### config.mk
export PLATFORM = sky130hd
export DESIGN_NAME = ula_ctrl
export DESIGN_NICKNAME = d
export VERILOG_FILES = /design/src/rtl/ula_ctrl.sv
export SDC_FILE = /design/constraint.sdc
export NUM_CORES = 1
export LEC_CHECK = 0
export CAP_MARGIN = 25
export CORE_AREA = 2 2 67 69
export CTS_CLUSTER_SIZE = 16
export DETAILED_ROUTE_END_ITERATION = 8
export DIE_AREA = 0 0 69 71
export HOLD_SLACK_MARGIN = 0.06
export PLACE_DENSITY = 0.77
export SLEW_MARGIN = 25
export SYNTH_ARGS = -nofsm -noshare
export SYNTH_HDL_FRONTEND = slang
export SYNTH_SLANG_ARGS = --single-unit
### constraint.sdc
create_clock -name clk -period 2.1 [get_ports clk]
set_input_delay 0.21 -clock clk [delete_from_list [all_inputs] [get_ports clk]]
set_output_delay 0.21 -clock clk [all_outputs]
set_load 0.01 [all_outputs]
### src/rtl/ula_ctrl.sv
// Sequencing controller for the 4-bit signed ULA: IDLE -> EXEC -> WB per instruction over a 4x4 register file.
// Optional sticky add/sub overflow tracking is built only when ULA_CTRL_OVF_EN is defined.
module ula_ctrl #(
    parameter int NREG = 4,
    parameter int W    = 4
) (
    input  logic         clk,
    input  logic         rst,
    input  logic         instr_valid,
    input  logic [8:0]   instr,
    output logic         instr_ready,
    output logic         done,
    input  logic         ld_en,
    input  logic [1:0]   ld_addr,
    input  logic [W-1:0] ld_data,
    input  logic [1:0]   obs_addr,
    output logic [W-1:0] obs_data,
    output logic         flag,
    output logic         ovf,
    output logic [W-1:0] ula_a,
    output logic [W-1:0] ula_b,
    output logic [2:0]   ula_tula,
    input  logic [W-1:0] ula_outp,
    input  logic         ula_stat
);

    typedef enum logic [1:0] {
        IDLE = 2'd0,
        EXEC = 2'd1,
        WB   = 2'd2
    } state_t;

    state_t              state;
    logic signed [W-1:0] regs [NREG];
    logic [2:0]          op_p0;
    logic [1:0]          rd_p0;
    logic signed [W-1:0] res_p1;
    logic                stat_p1;

    // Compare ops only update the flag; everything else writes R[rd].
    function automatic logic is_cmp(input logic [2:0] o);
        return (o == 3'b011) || (o == 3'b100) || (o == 3'b101);
    endfunction

    // Reset gates the handshake so nothing is accepted while rst is high.
    assign instr_ready = (state == IDLE) && !rst;
    assign done        = (state == WB) && !rst;
    assign obs_data    = regs[obs_addr];

    always_ff @(posedge clk) begin
        if (rst) begin
            state    <= IDLE;
            flag     <= 1'b0;
            ula_a    <= '0;
            ula_b    <= '0;
            ula_tula <= '0;
            for (int i = 0; i < NREG; i++) begin
                regs[i] <= '0;
            end
        end else begin
            case (state)
                IDLE: begin
                    // Operand fetch happens here so the ULA sees stable inputs for all of EXEC.
                    if (instr_valid && instr_ready) begin
                        ula_a    <= regs[instr[3:2]];
                        ula_b    <= regs[instr[1:0]];
                        ula_tula <= instr[8:6];
                        state    <= EXEC;
                    end else if (ld_en) begin
                        regs[ld_addr] <= ld_data;
                    end
                end
                EXEC: begin
                    ula_a    <= '0;
                    ula_b    <= '0;
                    ula_tula <= '0;
                    state    <= WB;
                end
                WB: begin
                    if (is_cmp(op_p0)) begin
                        flag <= stat_p1;
                    end else begin
                        regs[rd_p0] <= res_p1;
                    end
                    state <= IDLE;
                end
                default: state <= IDLE;
            endcase
        end
    end

    // ---- stage p0: latched instruction fields
    always_ff @(posedge clk) begin
        if (state == IDLE && instr_valid && instr_ready) begin
            op_p0 <= instr[8:6];
            rd_p0 <= instr[5:4];
        end
    end

    // ---- stage p1: captured ULA result and status
    always_ff @(posedge clk) begin
        if (state == EXEC) begin
            res_p1  <= ula_outp;
            stat_p1 <= ula_stat;
        end
    end

`ifdef ULA_CTRL_OVF_EN
    logic ovf_p1;
    logic ovf_q;

    function automatic logic addsub_ovf(input logic [2:0] o, input logic [W-1:0] a,
                                        input logic [W-1:0] b, input logic [W-1:0] r);
        if (o == 3'b000) return (a[W-1] == b[W-1]) && (r[W-1] != a[W-1]);
        if (o == 3'b001) return (a[W-1] != b[W-1]) && (r[W-1] != a[W-1]);
        return 1'b0;
    endfunction

    always_ff @(posedge clk) begin
        if (rst) begin
            ovf_p1 <= 1'b0;
            ovf_q  <= 1'b0;
        end else begin
            if (state == EXEC) begin
                ovf_p1 <= addsub_ovf(ula_tula, ula_a, ula_b, ula_outp);
            end
            if (state == WB && ovf_p1) begin
                ovf_q <= 1'b1;
            end
        end
    end

    assign ovf = ovf_q;
`else
    assign ovf = 1'b0;
`endif

endmodule

* Word-level counts from Yosys, hierarchy flattened
Memory sizes are Yosys's and may differ from the RTL's. Cells that the tools add are included.
Storage, ports and cells: flip-flop bits (word level) 24, bits in writable memories 16, bits of input ports 26, output and inout bits 19, word-level logic and storage cells 55, memories kept 1
Operators by class: equality and inequality tests 6, mux-type cells 25, reductions and logical operators 14
Memories:
- regs | words 4, bits a word 4, read ports 3, clocked after Yosys merged registers in 0, wr ports 4, line 34 | logic signed [W-1:0] regs [NREG];
Operators by type and width (count):
- 4-bit 2-to-1 mux | 4
- 4-bit case mux with 2 select lines | 2
- 1-bit 2-to-1 mux | 13
- 4-bit OR reduction | 2
- 3-bit == test, second input constant | 2
- 2-bit 2-to-1 mux | 3
- 3-bit case mux with 2 select lines | 1
- 1-bit logical AND | 5
- 2-bit case mux with 2 select lines | 1
- 2-bit AND reduction | 2
- 3-bit by 2-bit == test with 1-bit output, second input constant | 1
- 3-bit 2-to-1 mux | 1
- 2-bit by 1-bit == test with 1-bit output, second input constant | 1
- 2-bit == test, second input constant | 1
- 2-bit zero test | 1
- 1-bit logical OR | 2
- 2-bit by 1-bit inequality test with 1-bit output, second input constant | 1
- 2-bit nonzero test | 1
- 1-bit zero test | 1

* Longest topological paths before layout
depth after elaboration 10, mapped depth 4

* Worst setup path after synthesis
No wires, ideal clock.
kind register to register, start register state[0], end memory regs[2][0] (enable), setup time 0.306 ns, arrival 1.294 ns, slack 0.500 ns, stages on the path, launching flop included 5, clock period less this slack 1.600 ns, cells stage by stage dfxtp_1 > buf_6 > nor3b_4 > and4_4 > a211o_1
RTL lines:
- from (decl) | line 33 | state_t state;
- from (signal assigned) | line 52 | state <= IDLE;
- from (signal assigned) | line 68 | state <= EXEC;
- from (signal assigned) | line 77 | state <= WB;
- to (decl) | line 34

* Final worst setup path
start input port rst, end output port done
Between the ends: longest elaborated chain between the ends 2
RTL lines:
- from (decl) | line 8 | input logic rst,
- 1-bit zero test | line 47 | assign done = (state == WB) && !rst;
- 1-bit logical AND | line 47
- to (decl) | line 12 | output logic done,
Every way passes these cells.

==> flow_summary.toml <==
[sta]
worst_hold_slack_ns = 0.466
fmax_mhz = 492
skew_ns = 0.00698
fin_setup_tns_ns = 0
period_share = 0.969
rsz0062_at_grt = "no"
fin_crit_ns = 2.03
slew_viol_final = 0
finalSetupViolCount = 0
setup_ws_ns = 0.0657
hold_violations = 0

[critical_path]
cp_max_fo = 7
crit_type = "in2out"
start_kind = "input port"
worst_r2r_endpoint = "regs[2][2]$_SDFFCE_PN0P_"
rr_startpoint = "op_p0[2]$_DFFE_PP_"
r2r_cells = 3
crit_arrival_ns = 1.82
ff2ff_setup_slack_ns = 0.41
critical_path.endpoint_type = "output port"
cp.required_ns = 1.89

[routing]
wl_per_cell_um = 17.3
drtIter0Drc = 142
viasPerCell = 5.85
route.antenna.remaining_nets = 0
drt-total-wl_um = 4420
via_count = 1493
drt_first_pass_iters = 4
remaining_drc_errors = 0

[pwr]
power_frac_seq = 0.489
cell_internal_pwr_w = 0.00145
p_sw_frac = 0.218
p_leak_nw = 0.963
cellPowerDensity_nw_per_um2 = 697
p_comb_frac = 0.142
power_switching_w = 0.000402
p_clk_frac = 0.370
peakVddDrop_uv = 419

[logic_synthesis]
syn_nets = 175
syn_area_um2 = 2000
async_flop_share = 0
yosys_warnings = 0
ys.flop_type = "edfxtp_1"
ys_ff_latch = 40
syn_inst = 149
avgSynthCellArea_um2 = 13.4
synth.distinct_cells = 36
synth_edf_count = 26
yosysSeqAreaShare = 0.531

[floorplanning]
die_x_um = 69
pin_count = 45
die_h_um = 71
core_um2 = 4200
rows = 24
start_util = 0.476
die-area_um2 = 4900

[place]
globalplace.congestion = 0.868
place_inst = 247
place_ws_ns = -0.0218
port_buffers = 43
detailed_place_hpwl_um = 3480

[hold_path]
holdPathEnd = "rd_p0[1]$_DFFE_PP_"
whs_path_depth = 1
hp-start = "instr[5]"
hold_path.class = "in2reg"

[run_status]
status = "finished clean"

[clock_network]
cts_tree = "built"
clockRootBuffer = "clkbuf_8"
numCtsBuffers = 5
path_clk_slew_ns = 0.08
cts-htree-levels = 2
clockBufferDepth = 2
cts_sinks = 40
clock_latency_ns = 0.29

[global_routing]
grt-ovfl-total = 0
grt_pass1_vias = 1542
grt_pass1_wl_um = 7510
grt_max_degree = 17
track_usage = 0.197
antenna_found_initial = 0

[finish]
diodes = 0
most-common-layout-cells = "clkdlybuf4s50_1, edfxtp_1, a22oi_1"
final_common_cell = "clkdlybuf4s50_1"
fin_cells = 255
area_growth_pct = 32.7
fin_util = 0.631
n_fill_cell = 348
fin_nets = 228
drive_gt1_frac = 0.177

[flow_run]
cap_violations = 0
## through the flow
| stage | instance area [µm²] | power (W) |
|---|---|---|
| after global placement | 2530 | 0.00117 |
| after CTS | 2650 | 0.00186 |
| after global routing | 2650 | 0.00192 |
| after detailed placement | 2530 | 0.00118 |
| final | 2650 | 0.00185 |
| after floorplan | 2000 | 0.00104 |
## power groups by stage
stage                     Sequential (W)  Combinational, W  Clock [W]
after floorplan                 0.000916          0.000127          0
after detailed placement        0.000920          0.000263          0
final                           0.000903          0.000262   0.000683
after CTS                       0.000903          0.000264   0.000692
after global placement          0.000917          0.000256          0
after global routing            0.000908          0.000284   0.000729
## final cells by class
class | instances | area, µm² | area share
tap | 52 | 65.1 | 0.0245
multi-input combinational | 102 | 900 | 0.339
timing repair buffer | 52 | 497 | 0.187
sequential | 40 | 1060 | 0.400
clock inverter | 1 | 30.0 | 0.0113
clock buffer | 7 | 96.3 | 0.0363
inverter | 1 | 3.75 | 0.00142
## critical path: stages
cell and delay, ns:
clkdlybuf4s50_1 0.59, nor3b_4 0.41, clkdlybuf4s50_1 0.61
## cells in the mapped netlist (all sizes together) (2+ instances only)
| library cell | n | area share |
|---|---|---|
| nand3b | 4 | 0.015 |
| dfxtp | 14 | 0.14 |
| mux2i | 3 | 0.015 |
| nor2 | 11 | 0.021 |
| a32o | 3 | 0.015 |
| a211oi | 2 | 0.0075 |
| nor3b | 2 | 0.019 |
| nor2b | 9 | 0.028 |
| nand4 | 6 | 0.025 |
| a21oi | 2 | 0.0050 |
| nand3 | 5 | 0.013 |
| a22oi | 16 | 0.060 |
| clkbuf | 2 | 0.0038 |
| mux4 | 12 | 0.14 |
| edfxtp | 26 | 0.39 |
| nand2 | 9 | 0.017 |
| nand2b | 5 | 0.016 |
| buf | 4 | 0.014 |
## metal layers
metal | vias to the layer above | GRT usage | routed length [µm]
met2 | 63 | 0.334 | 2240
met3 | 9 | 0.0484 | 254
li1 | 698 | - | -
met1 | 723 | 0.243 | 1830
met5 | - | 0 | 0
met4 | 0 | 0.0828 | 91
## sequential cells by signal, summed over array words and instances (netlist names)
signal	cells
flag	1
op_p0	3
rd_p0	2
regs	16
res_p1	4
stat_p1	1
state	2
ula_a	4
ula_b	4
ula_tula	3
## timing repair
item / 4_1_cts / 5_1_grt
hold endpoints to repair: 0 / 0
endpoints found under the setup margin: 2 / 0
hold buffers: 0 / 0
gates resized for setup: 1 / 0
buffers inserted: 0 / 0
## how the worst max path moves through the flow
stage,cells after the start,to,start,slack (ns)
2_1_floorplan,4,regs[2][0]$_SDFFCE_PN0P_,state[0]$_SDFFE_PP0P_,0.50
3_3_place_gp,3,obs_data[1],obs_addr[0],0.007
3_5_place_dp,3,obs_data[1],obs_addr[0],-0.02
4_1_cts,3,done,rst,0.06
5_1_grt,3,done,rst,0.007
6_report,3,done,rst,0.07
## kinds of logic after synthesis
group,share of synthesized area
muxes,0.150
DFF,0.531
buffers and inverters,0.0194
AOI/OAI and AO/OA,0.116
other,0.00188
and+or+nand+nor,0.181
(Power assumes the default switching activity.)
==> patch 1, RTL diff (config.mk and constraints unchanged) <==
Set the parameter `W` to 5 (it was 4).
--- a/src/rtl/ula_ctrl.sv
+++ b/src/rtl/ula_ctrl.sv
@@ -4,3 +4,3 @@
     parameter int NREG = 4,
-    parameter int W    = 4
+    parameter int W    = 5
 ) (
Ports: changed (5 resized); port bits go from 45 to 50. No check against the original RTL was run, so the function may have changed too.
==> patch 1 against the original RTL <==
Final area is 17% higher. Synthesized cell count increased by 7.4%. Global-route usage up 1.2 points. Die area stayed put. Total power increased by 15%. Wire length increased by 6.9%. Worst setup slack worse by 0.0044 ns. Clock skew increased by 0.0031 ns. Synthesized area is 17% higher. Core utilization increased by 10 points. Sequential cell count up 7. Cell count grew 6.7%. Critical path type unchanged. Critical endpoint is now obs_data[4]. Largest power group unchanged.
==> patch 1: results (changes against the original RTL) <==
Post-synth EDFFs 31 (+19%); vias in the first global route 1727 (+12%); Final Wtd Congestion 0.829 (-4.4%); initial antenna violation count 0 (unchanged); IO buf count 48 (+12%); Post-Layout Cell Count 272 (+6.7%); clock latency on the worst-skew pair 0.30 ns; average cell area after synthesis 14.6 um^2 (+9.0%); Total Routing Usage GR 20.9% (+1.2 points); largest net degree at the start of global routing 16 (-1); Iteration-0 DRC Markers 60 (-58%); Post-synth top cells edfxtp_1 (31), a22o_1 (20), dfxtp_1 (16); H-tree Lvls 2 (unchanged); Critical-path top delay cell clkdlybuf4s50_1; outcome finished clean; via total after detailed routing 1612 (+8.0%); Worst Skew 0.0101 ns (+0.00308 ns); Area contributors post-synth edfxtp_1 (40%), mux4_2 (14%), dfxtp_1 (14%), a22o_1 (7.5%), and4_1 (1.9%); drt drc 0 (unchanged); share of layout cells above drive strength 1 23.2% (+5.4 points); Pleak 1.15 nW (+19%); Synth cell types 38 (+5.6%); HPWL after detailed placement 3.83 mm (+10%); register area share after synthesis 53.4% (+0.38 points); max incr delay on CP 0.51 ns (-0.10 ns); Biggest register regs; max FFs per register 20 (+4); Post-Route WL 4.72 mm (+6.9%); antenna fix cells 0 (unchanged); first-pass GRT wire length 7.95 mm (+5.9%); Reg clk slew, reported paths 0.09 ns; arrival time worst endpoint 1.83 ns; Worst VDD drop 0.402 mV (-4.2%); top-count cell post-synth edfxtp_1; Mapped Nets 188 (+7.4%); CTS Hold Buffers Added 0 (unchanged); PostCTS Resize Cnt 0 (-1); Filler cells 276 (-21%); dpl cells 264 (+6.9%); Crit Path Max Fanout 5 (-2); Final #Nets 247 (+8.3%); # Post-CTS Setup Buffers 0 (unchanged)
## patch 1: worst paths after layout
path,from,end,depth (start not counted),slack [ns]
hold / removal,instr[4],rd_p0[0]$_DFFE_PP_,1,0.46
setup reg to reg,state[1]$_SDFFE_PP0P_,regs[1][3]$_SDFFCE_PN0P_,3,0.41
hold reg to reg,ula_b[0]$_SDFFE_PP0P_,ula_b[0]$_SDFFE_PP0P_,1,0.49
setup / recovery,obs_addr[0],obs_data[4],4,0.06
## patch 1: final cells by class
class	instances	area share, %
Inverter	1	0.162
Clock inverter	2	1.94
Tap cell	52	2.11
Timing Repair Buffer	63	19.6
Clock buffer	6	2.35
Sequential cell	47	40.5
Multi-Input combinational cell	101	33.4
## patch 1: kinds of logic after synthesis
family	count (synthesis)	share of synthesized area [%]
simple gates	51	16.5
flops	47	53.4
other cells	1	0.160
mux	16	14.9
buf+inv	12	2.78
compound gates	33	12.2
## patch 1: layer usage
metal	part of all wire [%]	global-route usage, %	vias up	wire length, um
met3	4.9	5.13	13	232
met1	38	21.7	771	1810
met4	2.6	10.2	0	121
met2	54	39.4	60	2550
met5	0	0	-	0
li1	-	-	768	-
## patch 1: report_power, final
group | internal [mW] | switching [mW] | total [mW]
combinational | 0.175 | 0.118 | 0.293
clock | 0.476 | 0.302 | 0.778
sequential | 1.03 | 0.0282 | 1.06
total | 1.68 | 0.448 | 2.13
## patch 1: per-stage QoR
stage / worst slack [ns] / area [um^2] / power [mW] / hold WS (ns)
after floorplan: 0.247 / 2340 / 1.22 / 0.309
after global placement: 0.0721 / 2960 / 1.37 / 0.462
after detailed placement: 0.0567 / 2960 / 1.38 / 0.463
after CTS: 0.0522 / 3090 / 2.15 / 0.450
after global routing: 0.0244 / 3090 / 2.21 / 0.455
final: 0.0613 / 3090 / 2.13 / 0.458
## patch 1: critical path, delay by kind of cell
family   cells  cell delay (ns)
buf+inv      3             1.13
mux          1             0.49
==> patch 2, RTL diff (config.mk and constraints unchanged) <==
Made on the original files. Encoding of `state_t`: now one-hot (3 bits for 3 states).
--- a/src/rtl/ula_ctrl.sv
+++ b/src/rtl/ula_ctrl.sv
@@ -26,6 +26,6 @@
 
-    typedef enum logic [1:0] {
-        IDLE = 2'd0,
-        EXEC = 2'd1,
-        WB   = 2'd2
+    typedef enum logic [2:0] {
+        IDLE = 3'b001,
+        EXEC = 3'b010,
+        WB   = 3'b100
     } state_t;
Function: no difference found for any inputs over 4 cycles, from zero or initial values and one cycle with rst high; so few cycles prove little.
==> patch 2 against the original RTL <==
Total power decreased by 11%. Cell count increased by 2.0%. Wire length decreased by 9.6%. Final area decreased by 3.5%. Synthesized area decreased by 4.8%. Worst setup slack improved by 0.032 ns. Die area unchanged. Sequential cell count increased by 1. Critical path depth increased by 1. Non-clock buffer count increased by 2. Critical path type is now reg -> reg. Critical endpoint is now regs[1][1]$_SDFFCE_PN0P_. Largest power group unchanged.
==> patch 2: results (changes against the original RTL) <==
antenna fix cells 0 (unchanged); largest net degree at the start of global routing 18 (+1); Switching Fraction 23.9% (+2.1 points); Crit Path Max Fanout 5 (-2); register area share after synthesis 56.8% (+3.7 points); M1 GR Usage 18.9% (-5.4 points); Num CTS Buffers 5 (unchanged); share of layout cells above drive strength 1 20.7% (+2.9 points); first-pass GRT wire length 6.69 mm (-11%); FFs w/ async S/R, synth 0% (unchanged); Filler cells 319 (-8.3%); Slew @ Worst Pin 0.504 ns; Worst Skew 0.00279 ns (-0.00419 ns); Post-Route WL 3.99 mm (-9.6%); Mapped Nets 178 (+1.7%); met2 usage 32.3% (-1.2 points); Final #Nets 233 (+2.2%); Max Root-Sink Buffers 2 (unchanged); Post-Layout Cell Count 260 (+2.0%); pre-CTS setup slack -0.242 ns (-0.220 ns); worst hold path class in -> reg; Synth cell types 28 (-22%); dpl cells 252 (+2.0%); Worst VDD drop 0.459 mV (+9.6%); routed vias/inst 5.45 (-6.8%); average cell area after synthesis 12.5 um^2 (-6.7%); Biggest register regs; Total Routing Usage GR 17.2% (-2.5 points); arrival time worst endpoint 2.03 ns (+0.21 ns); Final Wtd Congestion 0.813 (-6.2%); vias in the first global route 1469 (-4.7%); outcome finished clean; YS warnings 0 (unchanged); HPWL after detailed placement 3.21 mm (-7.9%); Post-synth top cells edfxtp_1 (26), nand2_1 (19), nor2_1 (19); Area contributors post-synth edfxtp_1 (41%), dfxtp_1 (16%), mux4_2 (14%), nand2_1 (3.7%), nor2_1 (3.7%); Pleak 0.955 nW (-0.87%); Post-synth EDFFs 26 (unchanged); clock latency on the worst-skew pair 0.29 ns (about the same); initial antenna violation count 0 (unchanged); GRT met3 Usage 5.13% (+0.28 points); Iteration-0 DRC Markers 59 (-58%)
-- patch 2: final timing paths --
path / slack, ns / cells after the start / end / from
worst min-delay path: 0.44 / 3 / flag$_SDFFE_PP0P_ / rst
worst min register to register: 0.46 / 2 / ula_tula[2]$_SDFFE_PP0P_ / ula_tula[2]$_SDFFE_PP0P_
worst max register to register: 0.1 / 4 / regs[1][1]$_SDFFCE_PN0P_ / state[0]$_SDFFE_PP1P_
worst max-delay path: 0.1 / 4 / regs[1][1]$_SDFFCE_PN0P_ / state[0]$_SDFFE_PP1P_
-- patch 2: through the flow --
stage	instance area, um^2	hold WS, ns
6_report	2560	0.436
5_1_grt	2560	0.446
4_1_cts	2550	0.430
3_5_place_dp	2460	0.449
3_3_place_gp	2460	0.442
2_1_floorplan	1900	0.309
-- patch 2: routing by layer --
layer	routed length, um	up-vias
met4	62	0
met5	0	-
met1	1610	692
li1	-	672
met3	194	9
met2	2130	45
-- patch 2: cells by family (layout without fill, tap and decap cells) --
family,Yosys count,after routing,share of synthesized area (%)
DFF,41,41,56.8
muxes,13,13,14.7
buffers and inverters,15,71,3.35
and+or+nand+nor,62,62,17.7
other,1,1,0.197
AOI/OAI and AO/OA,20,20,7.23
-- patch 2: what timing repair did --
item / in CTS / in global routing
gates cloned: 0 / 0
setup buffers: 0 / 0
pin swaps: 0 / 1
setup endpoints to repair: 2 / 9
resized for setup: 3 / 3
-- patch 2: power groups by stage --
| stage | clock, mW | sequential [mW] | combinational [mW] |
|---|---|---|---|
| after global placement | 0 | 0.930 | 0.225 |
| after detailed placement | 0 | 0.935 | 0.229 |
| final | 0.506 | 0.916 | 0.228 |
| after floorplan | 0 | 0.929 | 0.105 |
| after global routing | 0.544 | 0.920 | 0.246 |
| after CTS | 0.512 | 0.916 | 0.229 |
-- patch 2: final cells by class --
type	instances	share of cell area (%)
Inverter	9	1.32
Timing Repair Buffer	54	20.6
Tap cell	52	2.54
Multi-Input combinational cell	96	29.9
Clock buffer	5	2.69
Clock inverter	3	0.684
Sequential cell	41	42.3
-- patch 2: worst max-delay path, stage by stage, from the launching register on --
cell,delay [ns]
dfxtp_1,0.34
or4b_4,0.58
or3_4,0.36
o221ai_2,0.27
nand2b_1,0.18
